--- config.mk ---
export PLATFORM = sky130hd
export DESIGN_NAME = forward_hazard_unit_flat
export DESIGN_NICKNAME = d
export VERILOG_FILES = /design/src/rtl/fwd_pkg.sv /design/src/rtl/forward_hazard_unit_if.sv /design/src/rtl/fwd_youngest_match.sv /design/src/rtl/forward_hazard_unit.sv /design/src/flat_wrapper.sv
export SDC_FILE = /design/constraint.sdc
export NUM_CORES = 1
export LEC_CHECK = 0
export BUFFER_PORTS_ARGS = -buffer_cell sky130_fd_sc_hd__buf_4
export CORE_UTILIZATION = 40
export DETAILED_ROUTE_END_ITERATION = 16
export GPL_ROUTABILITY_DRIVEN = 0
export PLACE_DENSITY = 0.74
export SKIP_LAST_GASP = 1
export SLEW_MARGIN = 20
export SYNTH_ARGS = -nofsm -noshare
export SYNTH_HDL_FRONTEND = slang
export SYNTH_HIERARCHICAL = 1
export SYNTH_SLANG_ARGS = --single-unit
--- constraint.sdc ---
create_clock -name clk -period 3.8 [get_ports clk]
set_input_delay 0 -clock clk [delete_from_list [all_inputs] [get_ports clk]]
set_output_delay 0 -clock clk [all_outputs]
set_load 0.005 [all_outputs]
--- src/rtl/fwd_pkg.sv ---
`default_nettype none
// ============================================================================
// Module      : fwd_pkg
// Description : Shared types and helpers for the forward/hazard unit.
//               fwd_stage_t describes one tracked in-flight writeback stage.
//               reg_addr_width() derives the register address width.
// Revision    : 1.0 - initial release
// ============================================================================
package fwd_pkg;

  // Stage address field is sized for the widest supported register file.
  // Narrower configurations zero-extend into it.
  localparam int FWD_ADDR_W_MAX = 8;

  typedef struct packed {
    logic                      valid;
    logic [FWD_ADDR_W_MAX-1:0] waddr;
    logic                      is_load;
  } fwd_stage_t;

  // max(1, $clog2(reg_count))
  function automatic int reg_addr_width(input int reg_count);
    int w;
    w = $clog2(reg_count);
    return (w < 1) ? 1 : w;
  endfunction

endpackage
`default_nettype wire

--- src/rtl/forward_hazard_unit_if.sv ---
`default_nettype none
// ============================================================================
// Module      : forward_hazard_unit_if
// Description : Issue/read/forward bundle for forward_hazard_unit.
//               master : issue stage (drives issue_*, read_*, flush, clk_en)
//               slave  : hazard unit (drives fwd_en, stall)
// Ports       : clk_en, issue_valid, issue_we, issue_is_load, issue_waddr,
//               read_addr, read_used, flush, fwd_en, stall
// Revision    : 1.0 - initial release
// ============================================================================
interface forward_hazard_unit_if #(
  parameter int READ_PORTS    = 2,
  parameter int FORWARD_DEPTH = 3,
  parameter int REG_AW        = 3
);
  logic                                       clk_en;
  logic                                       issue_valid;
  logic                                       issue_we;
  logic                                       issue_is_load;
  logic [REG_AW-1:0]                          issue_waddr;
  logic [READ_PORTS-1:0][REG_AW-1:0]          read_addr;
  logic [READ_PORTS-1:0]                      read_used;
  logic                                       flush;
  logic [READ_PORTS-1:0][FORWARD_DEPTH-1:0]   fwd_en;
  logic                                       stall;

  modport master (
    output clk_en, issue_valid, issue_we, issue_is_load, issue_waddr,
           read_addr, read_used, flush,
    input  fwd_en, stall
  );

  modport slave (
    input  clk_en, issue_valid, issue_we, issue_is_load, issue_waddr,
           read_addr, read_used, flush,
    output fwd_en, stall
  );
endinterface
`default_nettype wire

--- src/rtl/fwd_youngest_match.sv ---
`default_nettype none
// ============================================================================
// Module      : fwd_youngest_match
// Description : Reduces a per-stage match vector to a one-hot select of the
//               lowest-index (youngest) match plus its binary index.
// Ports       : match_i  - per-stage match flags
//               onehot_o - one-hot youngest match (zero when none)
//               idx_o    - index of youngest match (zero when none)
//               any_o    - at least one stage matched
// Revision    : 1.0 - initial release
// ============================================================================
module fwd_youngest_match #(
  parameter int DEPTH = 3,
  parameter int IDX_W = 2
) (
  input  logic [DEPTH-1:0] match_i,
  output logic [DEPTH-1:0] onehot_o,
  output logic [IDX_W-1:0] idx_o,
  output logic             any_o
);

  // Scan oldest to youngest so the youngest hit is the last one written.
  always_comb begin
    onehot_o = '0;
    idx_o    = '0;
    for (int i = DEPTH - 1; i >= 0; i--) begin
      if (match_i[i]) begin
        onehot_o    = '0;
        onehot_o[i] = 1'b1;
        idx_o       = IDX_W'(i);
      end
    end
  end

  assign any_o = |match_i;

endmodule
`default_nettype wire

--- src/rtl/forward_hazard_unit.sv ---
`default_nettype none
// ============================================================================
// Module      : forward_hazard_unit
// Description : Tracks in-flight register writes over FORWARD_DEPTH writeback
//               stages and, per read port, selects the youngest matching
//               stage for forwarding. Stalls issue when that youngest match
//               is a load that is not yet forwardable.
// Ports       : clk   - clock
//               rst   - synchronous active-high reset
//               hz_if - forward_hazard_unit_if.slave bundle
// Revision    : 1.0 - initial release
// ============================================================================
module forward_hazard_unit
  import fwd_pkg::*;
#(
  parameter int FORWARD_DEPTH    = 3,
  parameter int REGISTER_COUNT   = 8,
  parameter int READ_PORTS       = 2,
  parameter int LOAD_READY_STAGE = 1,
  parameter int ZERO_REG         = 1
) (
  input  logic                 clk,
  input  logic                 rst,
  forward_hazard_unit_if.slave hz_if
);

  localparam int c_REG_AW = reg_addr_width(REGISTER_COUNT);
  localparam int c_IDX_W  = (FORWARD_DEPTH > 1) ? $clog2(FORWARD_DEPTH) : 1;

  if (LOAD_READY_STAGE < 0 || LOAD_READY_STAGE >= FORWARD_DEPTH) begin : g_chk_lrs
    $error("forward_hazard_unit: LOAD_READY_STAGE must be in 0..FORWARD_DEPTH-1");
  end
  if (READ_PORTS < 1) begin : g_chk_ports
    $error("forward_hazard_unit: READ_PORTS must be >= 1");
  end
  if (REGISTER_COUNT < 2) begin : g_chk_regs
    $error("forward_hazard_unit: REGISTER_COUNT must be >= 2");
  end
  if (c_REG_AW > FWD_ADDR_W_MAX) begin : g_chk_aw
    $error("forward_hazard_unit: register address wider than stage field");
  end

  fwd_stage_t stage_q [FORWARD_DEPTH];
  fwd_stage_t stage_d [FORWARD_DEPTH];

  logic [FORWARD_DEPTH-1:0] w_load_vec;
  logic [READ_PORTS-1:0]    w_port_stall;
  logic                     w_stall;

  for (genvar i = 0; i < FORWARD_DEPTH; i++) begin : g_load_vec
    assign w_load_vec[i] = stage_q[i].valid & stage_q[i].is_load;
  end

  for (genvar p = 0; p < READ_PORTS; p++) begin : g_port
    logic [FORWARD_DEPTH-1:0] w_match;
    logic [FORWARD_DEPTH-1:0] w_onehot;
    logic [c_IDX_W-1:0]       w_idx;
    logic                     w_any;
    logic                     w_zero_hit;

    assign w_zero_hit = (ZERO_REG == 1) && (hz_if.read_addr[p] == '0);

    for (genvar i = 0; i < FORWARD_DEPTH; i++) begin : g_stage
      assign w_match[i] = stage_q[i].valid
                        && (stage_q[i].waddr == FWD_ADDR_W_MAX'(hz_if.read_addr[p]))
                        && hz_if.read_used[p]
                        && !w_zero_hit;
    end

    fwd_youngest_match #(
      .DEPTH (FORWARD_DEPTH),
      .IDX_W (c_IDX_W)
    ) u_youngest (
      .match_i  (w_match),
      .onehot_o (w_onehot),
      .idx_o    (w_idx),
      .any_o    (w_any)
    );

    // Only the youngest match matters: an older ready copy is stale.
    assign w_port_stall[p] = w_any
                           && (|(w_onehot & w_load_vec))
                           && (int'(w_idx) < LOAD_READY_STAGE);

    assign hz_if.fwd_en[p] = w_stall ? '0 : w_onehot;
  end

  assign w_stall     = |w_port_stall;
  assign hz_if.stall = w_stall;

  // Stall turns the issuing slot into a bubble while older stages advance.
  always_comb begin
    for (int i = 0; i < FORWARD_DEPTH; i++) begin
      stage_d[i] = stage_q[i];
    end
    if (hz_if.clk_en) begin
      for (int i = FORWARD_DEPTH - 1; i > 0; i--) begin
        stage_d[i] = stage_q[i-1];
      end
      stage_d[0].valid   = hz_if.issue_valid & hz_if.issue_we & ~w_stall;
      stage_d[0].waddr   = FWD_ADDR_W_MAX'(hz_if.issue_waddr);
      stage_d[0].is_load = hz_if.issue_is_load;
      if (hz_if.flush) begin
        for (int i = 0; i < FORWARD_DEPTH; i++) begin
          stage_d[i].valid = 1'b0;
        end
      end
    end
  end

  always_ff @(posedge clk) begin
    if (rst) begin
      for (int i = 0; i < FORWARD_DEPTH; i++) begin
        stage_q[i] <= '0;
      end
    end else begin
      for (int i = 0; i < FORWARD_DEPTH; i++) begin
        stage_q[i] <= stage_d[i];
      end
    end
  end

endmodule
`default_nettype wire

--- src/flat_wrapper.sv ---
// flat-port wrapper written by rule: the top's interface ports become plain ports
module forward_hazard_unit_flat import fwd_pkg::*;
#(
  parameter int FORWARD_DEPTH    = 3,
  parameter int REGISTER_COUNT   = 8,
  parameter int READ_PORTS       = 2,
  parameter int LOAD_READY_STAGE = 1,
  parameter int ZERO_REG         = 1
)
  (clk, rst, hz_if_clk_en, hz_if_issue_valid, hz_if_issue_we, hz_if_issue_is_load, hz_if_issue_waddr, hz_if_read_addr, hz_if_read_used, hz_if_flush, hz_if_fwd_en, hz_if_stall);
  forward_hazard_unit_if #(.READ_PORTS(READ_PORTS), .FORWARD_DEPTH(FORWARD_DEPTH), .REG_AW((reg_addr_width(8)))) hz_if_i ();
  input  logic clk;
  input  logic rst;
  input wire logic [$bits(hz_if_i.clk_en)-1:0] hz_if_clk_en;
  input wire logic [$bits(hz_if_i.issue_valid)-1:0] hz_if_issue_valid;
  input wire logic [$bits(hz_if_i.issue_we)-1:0] hz_if_issue_we;
  input wire logic [$bits(hz_if_i.issue_is_load)-1:0] hz_if_issue_is_load;
  input wire logic [$bits(hz_if_i.issue_waddr)-1:0] hz_if_issue_waddr;
  input wire logic [$bits(hz_if_i.read_addr)-1:0] hz_if_read_addr;
  input wire logic [$bits(hz_if_i.read_used)-1:0] hz_if_read_used;
  input wire logic [$bits(hz_if_i.flush)-1:0] hz_if_flush;
  output wire logic [$bits(hz_if_i.fwd_en)-1:0] hz_if_fwd_en;
  output wire logic [$bits(hz_if_i.stall)-1:0] hz_if_stall;
  assign hz_if_i.clk_en = hz_if_clk_en;
  assign hz_if_i.issue_valid = hz_if_issue_valid;
  assign hz_if_i.issue_we = hz_if_issue_we;
  assign hz_if_i.issue_is_load = hz_if_issue_is_load;
  assign hz_if_i.issue_waddr = hz_if_issue_waddr;
  assign hz_if_i.read_addr = hz_if_read_addr;
  assign hz_if_i.read_used = hz_if_read_used;
  assign hz_if_i.flush = hz_if_flush;
  assign hz_if_fwd_en = hz_if_i.fwd_en;
  assign hz_if_stall = hz_if_i.stall;
  forward_hazard_unit #(.FORWARD_DEPTH(FORWARD_DEPTH), .REGISTER_COUNT(REGISTER_COUNT), .READ_PORTS(READ_PORTS), .LOAD_READY_STAGE(LOAD_READY_STAGE), .ZERO_REG(ZERO_REG)) u_core (.clk(clk), .rst(rst), .hz_if(hz_if_i));
endmodule
### After elaboration in Yosys (flattened, before gate mapping)

Memories as Yosys holds them, arrays and structs flattened.
Index checks and enable logic that the tools add are counted.

| word-level totals | value |
|---|---|
| bits in registers | 0 |
| RAM bits | 30 |
| bits of input ports | 18 |
| logic and storage cells | 75 |
| memories kept | 1 |

Memory list:

| name | depth | bits a word | read ports | clocked after Yosys merged registers in | wr ports | RTL line | source |
|---|---|---|---|---|---|---|---|
| u_core.stage_q | 3 | 10 | 3 | 0 | 3 | forward_hazard_unit.sv:43 | `fwd_stage_t stage_q [FORWARD_DEPTH];` |

| operators by class | value |
|---|---|
| magnitude comparators | 2 |
| eq/ne operators | 6 |
| muxes and demuxes | 24 |
| bitwise operators | 11 |
| reduce and logical (&&, ||, !) cells | 31 |

Operators with widths:

| kind | count |
|---|---|
| equality test 8 x 3 -> 1 bit | 6 |
| 2-to-1 mux 10 bit | 3 |
| 2-to-1 mux 30 bit | 1 |
| 2-to-1 mux 3 bit | 8 |
| logical AND 1 bit | 22 |
| 2-to-1 mux 2 bit | 6 |
| OR reduction 3 bit | 4 |
| AND 3 bit | 2 |
| logical NOT 3 bit | 2 |
| 2-to-1 mux 1 bit | 6 |
| AND 1 bit | 5 |
| < comparator 2 x 1 -> 1 bit, second input constant | 2 |
| bitwise OR 1 bit | 3 |
| logical NOT 1 bit | 2 |
| OR reduction 2 bit | 1 |
| inverter 1 bit | 1 |

### Longest topological paths before layout

Gate-level depths: netlist of run 1.

| depth | value |
|---|---|
| depth in word-level cells | 17 |
| gate-level depth with buffers | 10 |
| depth with buffers taken out | 9 |

### Hierarchy

The synthesis of run 1 kept the hierarchy.

Modules (own cells, without submodules):

| module | instances | cells an instance | area an instance (um^2) | sequential area each (um^2) |
|---|---|---|---|---|
| forward_hazard_unit | 1 | 102 | 917.1 | 300.3 |
| fwd_youngest_match | 2 | 6 | 42.5 | 0.0 |

### Worst setup path before layout of run 1

Ideal clock, no wire load.

| timing | value |
|---|---|
| path type | reg2reg |
| start point | memory u_core/stage_q[0][1] in the netlist's numbering |
| end point | memory u_core/stage_q[0][9] in the netlist's numbering |
| setup time | 0.088 ns |
| arrival time | 1.575 ns |
| data required time | 3.712 ns |
| setup slack | 2.137 ns |
| cell stages (with the launch flop) | 11 |
| buffers on the path | 1 |
| path through | dfxtp_1 > xnor2_1 > nand4_1 > nor2_1 > nor3b_1 > buf_4 > nand3_1 > nand3_2 > a32oi_4 > inv_2 > o32ai_2 |

RTL lines:

| item | RTL line |
|---|---|
| start, declared | forward_hazard_unit.sv:43 |

==> summary.txt, run 1 <==
total CTS buffers -> 3
Worst Tran Pin Value -> 0.3621 ns
arrival time worst endpoint -> 2.15 ns
most common cell after layout, fill and taps aside -> buf_4
ant diodes -> 0
met1 global-route usage -> 0.2222
post-route cell area -> 1227 sq um
endpoints failing hold -> 0
H-tree depth -> 1
GR peak layer -> met2
Fillers -> 226
worst setup margin -> 1.650 ns
vias in the first global route -> 814
mapped cell area -> 1002 sq um
Detail Placement HPWL -> 1563 microns
row count -> 17
TritonCTS clock tree -> done
area share of the largest cell type after synthesis -> 0.2996
Final Cycle Share -> 0.5657
Most flops, register -> u_core/stage_q
Worst Path Max Fanout -> 7
share of layout cells above drive strength 1 -> 0.2319
GR Util met2 -> 0.3226
Initial Util -> 0.4404
Avg Synthesized Cell Area -> 8.791 sq um
max_cap viols -> 0
Yosys cell types -> 24
Port-buffer cells -> 24
Fmax achieved -> 465.2 MHz
run status -> completed
antenna violations before repair -> 0
Post-CTS Resized -> 0
global route total overflow -> 0
Ys Warns -> 6
clock-pin slew on the worst setup and hold paths -> 0.09 ns
Critical Path End Type -> primary output
worst hold path type -> in2reg
worst-skew pair later-pin latency -> 0.29 ns
synthesis-to-finish area growth -> 22.47%
syn_nets -> 132
total routed wirelength -> 2068 microns
Mapped Cells -> 114
ANT nets after route -> 0
wire length per cell -> 12.46 microns
CTS max path bufs -> 2
area leader, netlist -> dfxtp_1
Slew Limit Fails -> 0
Synth Register Bits -> 15
post-placement worst setup slack -> 1.981 ns
Die Y -> 52.06 microns
Num Clock Sinks -> 15
M3 GR Usage -> 0.06433
drt pass-1 iters -> 4
Ports -> 25
Leak -> 0.0005086 uW
Cell Count, Final, Fillers Out -> 166
Min Hold Slack -> 0.006827 ns
max reg flops -> 15
postcts setup bufs -> 0
Peak supply drop -> 0.1955 mV
final setup fails -> 0
most frequent cells in the layout -> buf_4, nor2_1, xnor2_1
core area -> 2276 sq um
post-synthesis sequential area ratio -> 0.2996
clock skew -> 0.002951 ns
DRT iter0 DRCs -> 24
Area contributors post-synth -> dfxtp_1, xnor2_1, mux2i_1
largest net degree at the start of global routing -> 19
Tmin final -> 2.150 ns
die area -> 2710 sq um
routed via count -> 834
WP data required -> 3.80 ns
Power Dens Cells -> 260.8 nW/um^2
GRT Util Overall -> 0.1913
DRC viols -> 0
RSZ-0062 raised after global routing -> no
placed cells -> 157
Final #Nets -> 157
Via density -> 5.024
clock root cell -> clkbuf_4
Setup Crit Path Kind -> reg2out
Slew Limit Headroom -> 0.7565
CP Launch Type -> register
Setup TNS Final -> 0 ns
DP Area -> 1150 sq um
top flop regs -> u_core/stage_q: 15 flops
first-pass GRT wire length -> 3691 microns
die width -> 52.06 microns
# hold bufs at CTS -> 5
## power by group
part | switching (uW) | leakage [uW] | internal [uW]
Sequential | 6.53 | 0.000122 | 162
Combinational | 23.3 | 0.000369 | 32.6
Clock | 56.2 | 0.0000177 | 39.2
Total | 86.0 | 0.000509 | 234
## routing by layer
| metal | routed length [microns] | share of wire |
|---|---|---|
| met3 | 95 | 0.046 |
| met2 | 1006 | 0.49 |
| met5 | 0 | 0 |
| met4 | 33 | 0.016 |
| met1 | 933 | 0.45 |
## path summary, 6_finish.rpt
path | start | end | slack [ns] | depth (start not counted)
worst min register to register | u_core/stage_q[0][29]$_SDFFE_PP0P_ | u_core/stage_q[0][29]$_SDFFE_PP0P_ | 0.55 | 2
worst max-delay path | u_core/stage_q[0][23]$_SDFFE_PP0P_ | hz_if_fwd_en[5] | 1.65 | 8
worst min-delay path | rst | u_core/stage_q[0][23]$_SDFFE_PP0P_ | 0.007 | 2
worst max register to register | u_core/stage_q[0][23]$_SDFFE_PP0P_ | u_core/stage_q[0][9]$_SDFFE_PP0P_ | 1.97 | 8
## synthesized netlist by cell type
library cell,instances
mux2i_1,12
xnor2_1,18
nor2b_1,2
o32ai_2,1
and2_1,6
buf_6,1
o31ai_1,2
nand3b_1,2
or3_1,2
nand2b_1,2
nor2_1,19
a32oi_4,1
buf_4,7
nand3_1,7
nand4_1,6
dfxtp_1,15
clkbuf_1,1
inv_2,1
nor3b_1,3
inv_1,1
a21oi_1,2
or4b_1,1
nand3_2,1
nand2_1,1
## worst max-delay path: stages, from the launching register on
cell and delay (ns):
dfxtp_1 0.41, xnor2_1 0.15, nand4_1 0.10, nor2_1 0.11, nor3b_1 0.35, nor2_1 0.13, a32oi_4 0.32, and2_1 0.18
buf_4 0.11
## cell families after synthesis
group                     Yosys count  synth area share
AOI/OAI and AO/OA                   6           0.06867
xor gates and xnor gates           18            0.1573
buffers and inverters              11           0.07489
DFF                                15            0.2996
muxes                              12            0.1199
and+or+nand+nor                    52            0.2796
## through the flow
step / power, uW / utilization
after floorplan: 201.7 / -
after global placement: 222.9 / 0.5052
after detailed placement: 224.5 / 0.5052
after CTS: 324.3 / 0.5393
after global routing: 336.6 / 0.5393
final: 320.1 / 0.5393
## area by class of cell
class | count | area (sq um) | area share
tap | 28 | 35.03 | 0.02854
clock buffer | 3 | 22.52 | 0.01835
clock inverter | 1 | 5.005 | 0.004077
inverter | 2 | 7.507 | 0.006116
sequential | 15 | 300.3 | 0.2446
multi-input combinational | 88 | 626.9 | 0.5107
timing repair buffer | 29 | 230.2 | 0.1876
No activity file was read; power rests on OpenSTA's default activity.
==> inputs of run 2 (changes only) <==
==> constraint.sdc (replaced) <==
create_clock -name clk -period 2 [get_ports clk]
set_input_delay 0 -clock clk [delete_from_list [all_inputs] [get_ports clk]]
set_output_delay 0 -clock clk [all_outputs]
set_load 0.005 [all_outputs]
==> run 2 against run 1 <==
The flow now finishes with violations (negative setup slack). Core utilization grew 6.2 points. Non-clock buffer count grew 8. Design area is 11% higher. Critical path type unchanged. Critical endpoint is now hz_if_fwd_en[3]. Largest power group unchanged.
==> summary.txt, run 2 (synthesis results as in run 1) <==
die width -> 52.06 microns
TritonCTS clock tree -> done
core area -> 2276 sq um
Final #Nets -> 165
drt pass-1 iters -> 5
Tmin final -> 2.031 ns
Leak -> 0.0005785 uW
Critical Path End Type -> primary output
P_int -> 454.2 uW
DRT iter0 DRCs -> 11
routed via count -> 892
NetSw -> 164.5 uW
Most flops, register -> u_core/stage_q
wire length per cell -> 12.36 microns
CP Buf/Inv Count -> 1
Sequential Power Share -> 0.518
ant diodes -> 0
row count -> 17
CTS max path bufs -> 2
CP peak stage delay -> 0.37 ns
first-pass GRT wire length -> 3719 microns
post-route cell area -> 1368 sq um
most frequent cells in the layout -> buf_4, nor2_1, xnor2_1
synthesis-to-finish area growth -> 36.45%
sw frac -> 0.2659
share of layout cells above drive strength 1 -> 0.3562
RSZ-0062 raised after global routing -> yes
Setup Crit Path Kind -> reg2out
FF-to-FF setup slack -> 0.17 ns
CP max stage cell -> dfxtp_4
Power Dens Cells -> 452.4 nW/um^2
CP Launch Type -> register
ANT nets after route -> 0
most common cell after layout, fill and taps aside -> buf_4
Clock power frac -> 0.287
Num Clock Sinks -> 15
Worst Tran Pin Value -> 0.6216 ns
Worst Path Max Fanout -> 7
worst setup margin -> -0.03131 ns
GRT Util Overall -> 0.1873
cell breakdown of the critical path -> xnor2_1, nand4_1, nor2_4, or3_1, nor3b_2, a32oi_4, and2_1, buf_4
multi-input logic area -> 684.4 sq um
DP Area -> 1150 sq um
antenna violations before repair -> 0
total routed wirelength -> 2151 microns
clock skew -> 0.004372 ns
largest net degree at the start of global routing -> 19
clock root cell -> clkbuf_4
met2 WL -> 1102 microns
Die Y -> 52.06 microns
Top Metal Used -> met4
Fmax achieved -> 492.3 MHz
total CTS buffers -> 3
die area -> 2710 sq um
Register Area -> 312.8 sq um
violated checks -> negative setup slack
Slew Limit Fails -> 0
H-tree depth -> 1
Fillers -> 213
Ports -> 25
Via density -> 5.126
global route total overflow -> 0
worst hold path type -> in2reg
Port-buffer cells -> 24
vias in the first global route -> 870
DRC viols -> 0
Detail Placement HPWL -> 1573 microns
Min Hold Slack -> 0.07402 ns
final setup fails -> 6
critical path's top delay family -> simple AND/OR/NAND/NOR gates
met1 WL -> 930 microns
Final Cycle Share -> 1.016
run status -> finished with violations
max reg flops -> 15
top flop regs -> u_core/stage_q: 15 flops
Slew Limit Headroom -> 0.5821
combinational power share -> 0.195
arrival time worst endpoint -> 2.03 ns
max_cap viols -> 0
clock-pin slew on the worst setup and hold paths -> 0.09 ns
Initial Util -> 0.4404
Peak supply drop -> 0.3788 mV
endpoints failing hold -> 0
worst-skew pair later-pin latency -> 0.29 ns
Util after Layout -> 0.6009
Power Total -> 618.7 uW
met3 wire length -> 95 microns
WP data required -> 2.00 ns
## run 2: path summary, 6_finish.rpt
kind                                       from                                  to  cells after the start
min reg2reg  u_core/stage_q[0][12]$_SDFFE_PP0P_  u_core/stage_q[0][22]$_SDFFE_PP0P_                      2
max reg2reg   u_core/stage_q[0][1]$_SDFFE_PP0P_   u_core/stage_q[0][9]$_SDFFE_PP0P_                      9
min                              hz_if_issue_we   u_core/stage_q[0][9]$_SDFFE_PP0P_                      4
max           u_core/stage_q[0][1]$_SDFFE_PP0P_                     hz_if_fwd_en[3]                      8
## run 2: power groups by stage
stage	combinational (uW)	sequential, uW	clock (uW)
6_report	120	321	178
5_1_grt	133	322	194
4_1_cts	122	321	187
3_5_place_dp	98.4	328	0
3_3_place_gp	96.5	327	0
2_1_floorplan	59.0	324	0
## run 2: worst register-to-register path, stage by stage (launching register included)
cell and delay, ns:
dfxtp_4 0.37, xnor2_1 0.13, nand4_1 0.16, nor2_4 0.06
or3_1 0.31, nor3b_2 0.17, a32oi_4 0.26, inv_2 0.06
buf_4 0.13, o32ai_2 0.10
## run 2: per-layer routing
layer	vias up	track usage
met4	0	0.03153
met2	20	0.3419
li1	452	-
met5	-	0
met1	418	0.2088
met3	2	0.06433
## run 2: stage by stage
step	worst slack, ns	std cells	TNS (ns)
after floorplan	0.3367	114	0
final	-0.03131	174	-0.1444
after CTS	-0.03107	173	-0.1485
after global routing	-0.1796	174	-1.107
after detailed placement	0.1910	157	0
after global placement	0.2400	157	0
## run 2: timing repair
| item | 4_1_cts | 5_1_grt |
|---|---|---|
| hold buffers | 9 | 0 |
| setup buffers | 3 | 1 |
| hold endpoints to repair | 9 | 0 |
| pin swaps | 14 | 2 |
| gates cloned | 0 | 0 |
| endpoints found under the setup margin | 7 | 7 |
| gates resized for setup | 21 | 0 |
## run 2: cell type report
cell class,instances,area share
Multi-Input combinational cell,88,0.5005
Clock inverter,1,0.003660
Tap cell,28,0.02562
Timing Repair Buffer,37,0.2196
Sequential cell,15,0.2287
Clock buffer,3,0.01647
Inverter,2,0.005489
==> inputs of run 3 (changes only) <==
==> constraint.sdc (replaced) <==
create_clock -name clk -period 2 [get_ports clk]
set_input_delay 0 -clock clk [delete_from_list [all_inputs] [get_ports clk]]
set_output_delay 0 -clock clk [all_outputs]
set_load 0.01 [all_outputs]
==> run 3 against run 2 <==
Clock-buffer cell count unchanged. Register-to-register slack improved by 0.12 ns. Sequential share of layout area increased by 0.99 points. Sequential power about the same. The flow still finishes with violations (negative setup slack). First-iteration DRC count decreased by 9.1%.
==> summary.txt, run 3 (synthesis results as in run 1) <==
run status -> finished with violations
violated checks -> negative setup slack
Sequential Power Share -> 0.522
Worst Path Max Fanout -> 7
Fmax achieved -> 499.1 MHz
NetSw -> 163.9 uW
FF-to-FF setup slack -> 0.29 ns
CTS max path bufs -> 2
Peak supply drop -> 0.4226 mV
R2R depth -> 8
Hold Path Origin -> hz_if_issue_we
Port-buffer cells -> 24
Reg2Reg Launch Point -> u_core/stage_q[0][12]$_SDFFE_PP0P_
clock-pin slew on the worst setup and hold paths -> 0.10 ns
most common cell after layout, fill and taps aside -> buf_4
final setup fails -> 4
largest net degree at the start of global routing -> 19
worst r2r dst -> u_core/stage_q[0][9]$_SDFFE_PP0P_
Final #Nets -> 160
Tmin final -> 2.003 ns
Critical Path End Type -> primary output
ANT nets after route -> 0
worst setup margin -> -0.003461 ns
vias in the first global route -> 877
ant diodes -> 0
total routed wirelength -> 2188 microns
global route total overflow -> 0
endpoints failing hold -> 0
Ports -> 25
die area -> 2710 sq um
Power Dens Cells -> 467.2 nW/um^2
Clock power frac -> 0.289
row count -> 17
hold-critical path depth -> 4
arrival time worst endpoint -> 2.00 ns
max_cap viols -> 0
TritonCTS clock tree -> done
max reg flops -> 15
DRC viols -> 0
GRT Util Overall -> 0.1839
Most flops, register -> u_core/stage_q
Slew Limit Headroom -> 0.5720
routed via count -> 882
core area -> 2276 sq um
drt pass-1 iters -> 4
clock root cell -> clkbuf_4
worst-skew pair later-pin latency -> 0.28 ns
Hold EP -> u_core/stage_q[0][9]$_SDFFE_PP0P_
sw frac -> 0.2666
wire length per cell -> 12.95 microns
Detail Placement HPWL -> 1614 microns
Final Cycle Share -> 1.002
WP data required -> 2.00 ns
worst hold path type -> in2reg
P_int -> 451.0 uW
Num Clock Sinks -> 15
first-pass GRT wire length -> 3746 microns
total CTS buffers -> 3
most frequent cells in the layout -> buf_4, xnor2_1, nor2_1
antenna violations before repair -> 0
Initial Util -> 0.4404
share of layout cells above drive strength 1 -> 0.3688
top flop regs -> u_core/stage_q: 15 flops
Worst Tran Pin Value -> 0.6366 ns
Leak -> 0.0005497 uW
RSZ-0062 raised after global routing -> yes
post-placement worst setup slack -> 0.1843 ns
Via density -> 5.219
synthesis-to-finish area growth -> 31.34%
Setup Crit Path Kind -> reg2out
Slew Limit Fails -> 0
DRT iter0 DRCs -> 10
Die Y -> 52.06 microns
die width -> 52.06 microns
clock skew -> 0.004829 ns
combinational power share -> 0.189
Setup TNS Final -> -0.007846 ns
CP Launch Type -> register
H-tree depth -> 1
[run 3: cell types whose count changed in the layout (fill, tap and decap cells not counted), sizes merged]
cell and delta:
buf -2, dlygate4sd3 -3
[run 3: area by class of cell]
| cell class | count | area (sq um) |
|---|---|---|
| clock buffer | 3 | 22.52 |
| fill | 192 | 959.7 |
| tap | 28 | 35.03 |
| sequential | 15 | 314.1 |
| inverter | 2 | 7.507 |
| timing repair buffer | 32 | 255.2 |
| clock inverter | 1 | 5.005 |
| multi-input combinational | 88 | 676.9 |
[run 3: how the worst max path moves through the flow]
stage / start / to / slack [ns] / cells past startpoint
2_1_floorplan: u_core/stage_q[0][1]$_SDFFE_PP0P_ / u_core/stage_q[0][9]$_SDFFE_PP0P_ / 0.31 / 10
3_3_place_gp: u_core/stage_q[0][2]$_SDFFE_PP0P_ / hz_if_fwd_en[3] / 0.24 / 8
3_5_place_dp: u_core/stage_q[0][3]$_SDFFE_PP0P_ / hz_if_fwd_en[0] / 0.18 / 8
4_1_cts: u_core/stage_q[0][3]$_SDFFE_PP0P_ / hz_if_fwd_en[0] / -0.01 / 9
5_1_grt: u_core/stage_q[0][13]$_SDFFE_PP0P_ / hz_if_fwd_en[4] / -0.16 / 8
6_report: u_core/stage_q[0][11]$_SDFFE_PP0P_ / hz_if_fwd_en[2] / -0.003 / 9
[run 3: through the flow]
stage | total power [uW] | utilization | instances | cell area [sq um] | hold slack (ns)
floorplan | 383.4 | - | 114 | 1002 | 0.06907
global placement | 423.5 | 0.5052 | 157 | 1150 | 0.2367
detailed placement | 425.7 | 0.5052 | 157 | 1150 | 0.2549
CTS | 617.2 | 0.5750 | 169 | 1309 | 0.06928
global route | 648.0 | 0.5783 | 169 | 1316 | 0.05539
finish | 614.9 | 0.5783 | 169 | 1316 | 0.07622
[run 3: timing repair]
item | CTS | global route
pin swaps | 3 | 3
buffers inserted | 2 | 0
hold buffers | 6 | 0
gates resized for setup | 19 | 2
endpoints found under the hold margin | 7 | 0
setup endpoints to repair | 7 | 7
[run 3: critical path, stage by stage (launching register included)]
cell and delay (ns):
dfxtp_2 0.36, xnor2_1 0.16, nand4_1 0.14, nor2_2 0.17
nor2b_2 0.21, nand3_1 0.12, nand3_2 0.12, a32oi_4 0.13
and2_1 0.18, buf_4 0.14
[run 3: power by group through the flow]
stage / Sequential [uW] / Combinational [uW] / Clock [uW]
3_5_place_dp: 328 / 98.2 / 0
3_3_place_gp: 327 / 96.3 / 0
4_1_cts: 321 / 115 / 181
6_report: 321 / 116 / 178
2_1_floorplan: 324 / 59.1 / 0
5_1_grt: 323 / 127 / 199
[run 3: metal layers]
metal,vias to the layer above,global-route usage,share of wire
met5,-,0,0
met4,0,0.04955,0
met3,0,0.02047,0.037
met2,22,0.3376,0.53
met1,416,0.2220,0.44
li1,444,-,-
